===== src/rtl/cpu_pkg.sv =====
// rtl/cpu_pkg.sv - shared branch codes, ALU constants and the ID->EX control bundle
package cpu_pkg;

  localparam logic [1:0] BR_NONE = 2'b00;
  localparam logic [1:0] BR_BEZ  = 2'b01;
  localparam logic [1:0] BR_BNE  = 2'b10;
  localparam logic [1:0] BR_JMP  = 2'b11;

  localparam logic [3:0] ALU_NOP = 4'b0000;

  typedef struct packed {
    logic [3:0] alu_cmd;
    logic       mem_read;
    logic       mem_write;
    logic       wb_en;
    logic       is_imm;
    logic [1:0] branch_type;
  } ctrl_t;

endpackage


===== src/rtl/id_ex_stage_branch_eval.sv =====
// rtl/id_ex_stage_branch_eval.sv - combinational branch condition and target evaluation
import cpu_pkg::*;

module branch_eval #(
  parameter int DATA_W = 32,
  parameter int PC_W   = 32
) (
  input  logic [1:0]        branch_type,
  input  logic [DATA_W-1:0] val1,
  input  logic [DATA_W-1:0] val2,
  input  logic [PC_W-1:0]   pc,
  input  logic [DATA_W-1:0] imm,
  output logic              cond,
  output logic [PC_W-1:0]   target
);

  localparam logic [PC_W-1:0] PC_STEP = PC_W'(4);

  logic [PC_W-1:0] imm_ext;

  // Branch condition from the branch code; the immediate is word-scaled and wraps
  always_comb begin
    imm_ext = PC_W'($signed(imm));
    target  = pc + PC_STEP + (imm_ext << 2);
    case (branch_type)
      BR_BEZ:  cond = (val1 == '0);
      BR_BNE:  cond = (val1 != val2);
      BR_JMP:  cond = 1'b1;
      default: cond = 1'b0;
    endcase
  end

endmodule


===== src/rtl/id_ex_stage.sv =====
// rtl/id_ex_stage.sv - ID->EX pipeline register with load-use stall and branch redirect (option: ID_EX_PERF_CNT_EN)
import cpu_pkg::*;

module id_ex_stage #(
  parameter int DATA_W = 32,
  parameter int PC_W   = 32,
  parameter int REG_AW = 5
) (
  input  logic              clk,
  input  logic              rst_n,
  input  logic              in_valid,
  output logic              in_ready,
  input  logic [3:0]        in_alu_cmd,
  input  logic              in_mem_read,
  input  logic              in_mem_write,
  input  logic              in_wb_en,
  input  logic              in_is_imm,
  input  logic [1:0]        in_branch_type,
  input  logic [REG_AW-1:0] in_src1,
  input  logic [REG_AW-1:0] in_src2,
  input  logic [REG_AW-1:0] in_dest,
  input  logic [DATA_W-1:0] in_val1,
  input  logic [DATA_W-1:0] in_val2,
  input  logic [DATA_W-1:0] in_imm,
  input  logic [PC_W-1:0]   in_pc,
  input  logic              out_ready,
  output logic              ex_valid,
  output logic [3:0]        ex_alu_cmd,
  output logic              ex_mem_read,
  output logic              ex_mem_write,
  output logic              ex_wb_en,
  output logic [REG_AW-1:0] ex_dest,
  output logic [DATA_W-1:0] ex_op_a,
  output logic [DATA_W-1:0] ex_op_b,
  output logic [DATA_W-1:0] ex_store_data,
  output logic              br_taken,
  output logic [PC_W-1:0]   br_target
`ifdef ID_EX_PERF_CNT_EN
  ,
  output logic [31:0]       perf_stalls,
  output logic [31:0]       perf_br_taken
`endif
);

  // Registered state not visible on the EX interface, kept for branch evaluation
  logic [1:0]        ex_branch_type;
  logic [DATA_W-1:0] ex_imm;
  logic [PC_W-1:0]   ex_pc;

  ctrl_t             cap_ctrl;
  logic              advance;
  logic              hazard;
  logic              br_cond;
  logic [PC_W-1:0]   br_tgt_raw;

  // Scrub the incoming control bundle: branches carry no ALU/memory/writeback work,
  // and writes to the zero register are dropped
  always_comb begin
    cap_ctrl.alu_cmd     = in_alu_cmd;
    cap_ctrl.mem_read    = in_mem_read;
    cap_ctrl.mem_write   = in_mem_write;
    cap_ctrl.wb_en       = in_wb_en;
    cap_ctrl.is_imm      = in_is_imm;
    cap_ctrl.branch_type = in_branch_type;
    if (in_branch_type != BR_NONE) begin
      cap_ctrl.alu_cmd   = ALU_NOP;
      cap_ctrl.mem_read  = 1'b0;
      cap_ctrl.mem_write = 1'b0;
      cap_ctrl.wb_en     = 1'b0;
    end
    if (in_dest == '0) begin
      cap_ctrl.wb_en = 1'b0;
    end
  end

  // Handshake: a stalled load keeps its hazard live, so the consumer is held, not re-bubbled
  always_comb begin
    advance  = out_ready | ~ex_valid;
    hazard   = ex_valid & ex_mem_read & ex_wb_en & (ex_dest != '0) & in_valid &
               ((in_src1 == ex_dest) |
                ((~in_is_imm | in_mem_write) & (in_src2 == ex_dest)));
    in_ready = advance & ~hazard;
  end

  branch_eval #(
    .DATA_W (DATA_W),
    .PC_W   (PC_W)
  ) u_branch_eval (
    .branch_type (ex_branch_type),
    .val1        (ex_op_a),
    .val2        (ex_store_data),
    .pc          (ex_pc),
    .imm         (ex_imm),
    .cond        (br_cond),
    .target      (br_tgt_raw)
  );

  // Redirect fires only when the branch actually leaves EX; target is zeroed otherwise
  always_comb begin
    br_taken  = ex_valid & out_ready & br_cond;
    br_target = br_taken ? br_tgt_raw : '0;
  end

  // EX slot register: bubble on redirect, hazard or empty input, else capture from ID
  always_ff @(posedge clk or negedge rst_n) begin
    if (!rst_n) begin
      ex_valid       <= 1'b0;
      ex_alu_cmd     <= ALU_NOP;
      ex_mem_read    <= 1'b0;
      ex_mem_write   <= 1'b0;
      ex_wb_en       <= 1'b0;
      ex_branch_type <= BR_NONE;
      ex_dest        <= '0;
      ex_op_a        <= '0;
      ex_op_b        <= '0;
      ex_store_data  <= '0;
      ex_imm         <= '0;
      ex_pc          <= '0;
    end else if (advance) begin
      if (br_taken || hazard || !in_valid) begin
        ex_valid       <= 1'b0;
        ex_alu_cmd     <= ALU_NOP;
        ex_mem_read    <= 1'b0;
        ex_mem_write   <= 1'b0;
        ex_wb_en       <= 1'b0;
        ex_branch_type <= BR_NONE;
        ex_dest        <= '0;
        ex_op_a        <= '0;
        ex_op_b        <= '0;
        ex_store_data  <= '0;
        ex_imm         <= '0;
        ex_pc          <= '0;
      end else begin
        ex_valid       <= 1'b1;
        ex_alu_cmd     <= cap_ctrl.alu_cmd;
        ex_mem_read    <= cap_ctrl.mem_read;
        ex_mem_write   <= cap_ctrl.mem_write;
        ex_wb_en       <= cap_ctrl.wb_en;
        ex_branch_type <= cap_ctrl.branch_type;
        ex_dest        <= in_dest;
        ex_op_a        <= in_val1;
        ex_op_b        <= (cap_ctrl.is_imm | cap_ctrl.mem_read | cap_ctrl.mem_write) ?
                          in_imm : in_val2;
        ex_store_data  <= in_val2;
        ex_imm         <= in_imm;
        ex_pc          <= in_pc;
      end
    end
  end

`ifdef ID_EX_PERF_CNT_EN
  // Saturating event counters for load-use stall cycles and taken redirects
  always_ff @(posedge clk or negedge rst_n) begin
    if (!rst_n) begin
      perf_stalls   <= '0;
      perf_br_taken <= '0;
    end else begin
      if (hazard && advance && (perf_stalls != '1)) begin
        perf_stalls <= perf_stalls + 32'd1;
      end
      if (br_taken && (perf_br_taken != '1)) begin
        perf_br_taken <= perf_br_taken + 32'd1;
      end
    end
  end
`endif

endmodule


===== config.mk =====
export PLATFORM = sky130hd
export DESIGN_NAME = id_ex_stage
export DESIGN_NICKNAME = d
export VERILOG_FILES = /design/src/rtl/cpu_pkg.sv /design/src/rtl/id_ex_stage_branch_eval.sv /design/src/rtl/id_ex_stage.sv
export SDC_FILE = /design/constraint.sdc
export NUM_CORES = 1
export LEC_CHECK = 0
export BUFFER_PORTS_ARGS = -buffer_cell sky130_fd_sc_hd__buf_4
export CAP_MARGIN = 20
export CORE_ASPECT_RATIO = 0.6
export CORE_MARGIN = 5
export CORE_UTILIZATION = 30
export DETAILED_ROUTE_END_ITERATION = 8
export GPL_ROUTABILITY_DRIVEN = 1
export PLACE_DENSITY = 0.51
export SLEW_MARGIN = 30
export SYNTH_ARGS = -nofsm -noshare
export SYNTH_HDL_FRONTEND = slang
export SYNTH_SLANG_ARGS = --single-unit

===== constraint.sdc =====
create_clock -name clk -period 4.4 [get_ports clk]
set_input_delay 0.22 -clock clk [delete_from_list [all_inputs] [get_ports clk]]
set_output_delay 0.22 -clock clk [all_outputs]
set_load 0.005 [all_outputs]

== After elaboration in Yosys (flattened, before gate mapping) ==
Index checks and enable logic that the tools add are counted.
Word-level totals
  register bits after elaboration: 173
  input port bits: 157
  word-level logic and storage cells: 61
  output and inout bits: 143
Operators by class
  bitwise logic cells: 17
  multiplexer cells: 17
  reduce and logical (&&, ||, !) cells: 7
  equality and inequality tests: 6
  $add $sub $neg: 2
Operator list (count)
  32-bit two-way mux: 6
  32-bit by 3-bit adder with 32-bit output (second input constant): 1
  32-bit adder: 1
  32-bit logical NOT: 1
  32-bit != test: 1
  30-bit two-way mux: 1
  5-bit equality test: 2
  1-bit bitwise AND: 9
  7-bit two-way mux: 1
  5-bit logical NOT: 1
  1-bit two-way mux: 5
  5-bit two-way mux: 1
  1-bit bitwise OR: 5
  5-bit nonzero test: 1
  2-bit equality test (second input constant): 2
  4-bit two-way mux: 1
  1-bit NOT: 3
  1-bit one-hot mux with 3 select lines: 1
  2-bit by 1-bit equality test with 1-bit output (second input constant): 1
  1-bit logical OR: 2
  2-bit two-way mux: 1
  2-bit nonzero test: 1
  1-bit logical NOT: 1

== Depth between registers and ports, before layout ==
  word-level depth: 8
  mapped depth: 14
  mapped depth without buffers: 14

== Modules after synthesis ==
Synthesis repeated with hierarchy kept, for this count alone.
Second synthesis, totals
  cells, all modules: 845
  area, all modules: 9345.2 µm²
Modules (own cells, without submodules)
  id_ex_stage: area an instance 6934.2 µm², cells each 530, seq. area each 4379.2 µm², times used 1
  branch_eval: area an instance 2411.1 µm², cells each 315, seq. area each 0.0 µm², times used 1

== Least setup slack after synthesis ==
No wires, ideal clock.
  path kind: reg-to-output
  start point: register ex_imm[1]
  end point: output port br_target[31]
  data required time: 4.180 ns
  data arrival time: 3.009 ns
  stages on the path, launching flop included: 13
  slack: 1.171 ns
  buffers on the path: 0
  cells stage by stage: dfrtp_1 -> ha_1 -> ha_1 -> inv_1 -> fa_1 -> nor2b_4 -> o311a_1 -> o41a_1 -> a21o_1 -> a2111oi_2 -> nor3_1 -> a211oi_2 -> mux2_1
Between the ends
  cells in the longest elaborated chain, start to end: 2
RTL lines
  start, declared: line id_ex_stage.sv:47  | logic [DATA_W-1:0] ex_imm;
  start signal, assigned: line id_ex_stage.sv:145  | ex_imm <= in_imm;
  32-bit adder: line id_ex_stage_branch_eval.sv:24  | target = pc + PC_STEP + (imm_ext << 2);
  32-bit two-way mux: line id_ex_stage.sv:101  | br_target = br_taken ? br_tgt_raw : '0;
  end, declared: line id_ex_stage.sv:37  | output logic [PC_W-1:0] br_target
Every way passes these cells.

== Final worst setup path ==
Ends and elaborated chain as after synthesis.

==> summary.txt <==
Routing
  • DRC: 0
  • TritonRoute pass-1 iters: 4
  • Routed len/inst: 20.9 um
  • Vias: 8297
  • Drt initial violations: 749
  • Final wirelength: 34700 um
  • Routed Antenna Nets: 0
  • Vias/cell: 5.00

Setup path
  • Slowest cell on crit path: o41a_1
  • Most Frequent Cell on Critical Path: ha_1
  • Crit start category: flip-flop
  • CP cell instances: ha_1 > ha_1 > inv_1 > fa_1 > nor2b_4 > o311a_1 > o41a_1 > a21o_1 > a2111oi_2 > nor3_1 > a211oi_2 > mux2_1 > buf_4
  • Req. time, crit path: 4.18 ns
  • CP max stage delay: 0.44 ns
  • WP data arrival: 3.90 ns
  • Critical path class: flip-flop to output pin
  • Max FO, Critical Path: 4
  • R2R Setup Slk: 1.04 ns
  • CP Capture Type: output pin

Synthesis
  • Ys flop type: dfrtp_1
  • Distinct cells, synth: 52
  • Yosys reg bits: 173
  • Synth Cell Area: 0.00910 mm^2
  • Async SR Flop Fraction: 1.00
  • Synth warnings: 0
  • Number of flops mapped to enable cells by yosys: 0
  • Post-Synthesis Cells: 830
  • Synth Area per Inst: 11.0 um^2
  • Syn_nets: 1045
  • Seq/Total Area, Yosys: 0.476

Floorplan
  • Die X: 235 um
  • Core box area: 0.0299 mm^2
  • # rows: 49
  • Initial Util: 0.304
  • Die Ht: 145 um
  • DIE AREA: 0.0340 mm^2
  • Boundary Pins: 300

Global route
  • Gr usage total: 0.201
  • Number of global-route vias before repair: 8533
  • Global-route wire length before repair: 53800 um
  • Largest net degree at the start of global routing: 107
  • Initial antenna violation count: 0
  • GRT overflow: 0

Cells and area
  • Commonest non-fill, non-tap cell in the layout: buf_4
  • Most frequent cells in the layout: buf_4 (309), dfrtp_1 (173), a22o_1 (131), dlygate4sd3_1 (124), ha_1 (57)
  • # nets final: 1452
  • Final cell count without fillers: 1659
  • Layout area overhead: 50.1%
  • Layout cells sized above 1: 0.283

Clocking
  • CTS Root Cell: clkbuf_16
  • CTS tree: done
  • CTS Hold Bufs: 124
  • Latest clock arrival within the worst-skew pair: 0.45 ns
  • Clock Pin Slew Worst Setup and Hold Paths: 0.06 ns
  • Maximum clock insertion buffer count: 2
  • Post-cts repair resize count: 0
  • Num Clock Sinks: 173
  • Htree depth: 4
  • Post-CTS setup repair buffer count: 0
  • CTS Buf Count: 17

Hold path
  • Hold Path Class: input port to flip-flop

Timing
  • Least-Margin Pin Slew: 0.749 ns
  • Max-slew headroom: 0.496
  • RSZ-0062 raised after global routing: false
  • Final max-slew violation count: 0
  • Highest Clock Rate: 243 MHz
  • Period utilisation layout: 0.935
  • Hold Vio Cnt, Final: 0
  • Fin worst setup slack: 0.284 ns
  • Setup violations, final: 0
  • Setup Skew: 0.0101 ns
  • Total negative slack: 0 ns
  • Min cycle time layout: 4.12 ns

Place
  • Port-buffer cells: 299
  • RD Place Congestion: 0.860
  • HPWL after DPL: 25500 um
  • Setup slack at placement: 0.742 ns
  • Dpl cells: 1501

Power
  • Peak supply drop: 0.265 mV
  • Net Sw Frac: 0.293
  • Sequential share of power: 0.396
  • Clk pwr share: 0.363
  • Design Power: 4770 uW
  • Comb pwr share: 0.241
  • PD cells: 349 mW/mm^2
  • Leakage power: 0.00671 uW
  • P_sw: 1400 uW
  • P_int: 3370 uW

Job
  • Max Cap Violations: 0

Run status
  • Status: complete, no violations
-- cell usage after synthesis (all sizes together), types with 3 or more instances --
cell type / n / area share
a211oi: 6 / 0.0055
and2: 10 / 0.0069
a22o: 131 / 0.13
o21a: 4 / 0.0033
a31oi: 3 / 0.0021
nand2b: 5 / 0.0034
mux2i: 32 / 0.035
xnor2: 47 / 0.045
clkbuf: 33 / 0.014
xor2: 16 / 0.015
nand3: 10 / 0.0055
nor3: 12 / 0.0066
buf: 16 / 0.017
a21o: 13 / 0.011
a21oi: 32 / 0.018
nand2: 54 / 0.022
a32o: 5 / 0.0055
nand4: 12 / 0.0082
and3: 3 / 0.0021
nor2: 42 / 0.017
nor4: 8 / 0.0055
o21ai: 55 / 0.030
ha: 57 / 0.078
nor2b: 8 / 0.0063
a2111oi: 3 / 0.0036
dfrtp: 173 / 0.48
inv: 15 / 0.0062
-- flip-flops by register name (all words and copies together), names as in the netlist --
name,cells
ex_store_data,32
ex_dest,5
ex_imm,30
ex_alu_cmd,4
ex_mem_read,1
ex_branch_type,2
ex_wb_en,1
ex_mem_write,1
ex_valid,1
ex_pc,32
ex_op_a,32
ex_op_b,32
-- cells by family after synthesis --
| group | synth area share |
|---|---|
| flip-flops | 0.476 |
| XOR/XNOR | 0.0606 |
| adder cells (fa/ha/maj) | 0.0806 |
| buffers and inverters | 0.0374 |
| multiplexers | 0.0364 |
| AND/OR/NAND/NOR | 0.0934 |
| AO/OA/AOI/OAI | 0.216 |
-- layout make-up --
class,count,area (um^2)
well taps,408,510
clock buffers,20,457
fillers,2896,16300
multi-input cells,593,4460
diodes,1,2.50
flip-flops and latches,173,4330
clock inverters,12,205
inverters,15,56.3
repair buffers,437,3640
-- final timing paths --
check                                                    from                           end  cells past startpoint
worst max-delay path                    ex_imm[1]$_DFFE_PN0N_                 br_target[31]                     13
max in group asynchronous                               rst_n  ex_store_data[9]$_DFFE_PN0N_                      4
min in group asynchronous                               rst_n         ex_pc[28]$_DFFE_PN0N_                      2
worst max register to register  ex_store_data[26]$_DFFE_PN0N_       ex_op_a[13]$_DFFE_PN0N_                      8
worst min-delay path                                in_imm[3]         ex_imm[3]$_DFFE_PN0N_                      2
worst min register to register        ex_op_b[18]$_DFFE_PN0N_       ex_op_b[18]$_DFFE_PN0N_                      2
-- routing by layer --
| metal | routed length [um] | vias to the layer above | GRT usage |
|---|---|---|---|
| met5 | 0 | - | 0 |
| met4 | 472 | 0 | 0.0470 |
| met3 | 1900 | 21 | 0.0506 |
| met2 | 14900 | 226 | 0.288 |
| met1 | 17500 | 4148 | 0.303 |
| li1 | - | 3902 | - |
-- through the flow --
step           utilization  area (um^2)  hold slack (ns)
6_report             0.457        13700           0.0316
5_1_grt              0.456        13700           0.0127
4_1_cts              0.456        13600        0.0000759
3_5_place_dp         0.392        11700            0.410
3_3_place_gp         0.392        11700            0.417
2_1_floorplan            -         9100          -0.0756
-- power by group through the flow --
stage	clock (uW)	combinational [uW]	sequential, uW
after floorplan	0	553	1870
after global placement	0	1050	1920
after detailed placement	0	1050	1920
after CTS	1790	1150	1890
after global routing	1850	1260	1910
final	1730	1150	1890
-- worst max-delay path: cells and delay by family, from the launching register on --
kind / cells / cell delay [ns]
adder cells (fa/ha/maj): 3 / 0.72
AND/OR/NAND/NOR: 2 / 0.20
buffers and inverters: 2 / 0.22
AO/OA/AOI/OAI: 5 / 1.57
multiplexers: 1 / 0.36
flip-flops: 1 / 0.38
Note: power is estimated with default switching activity, not from simulation.
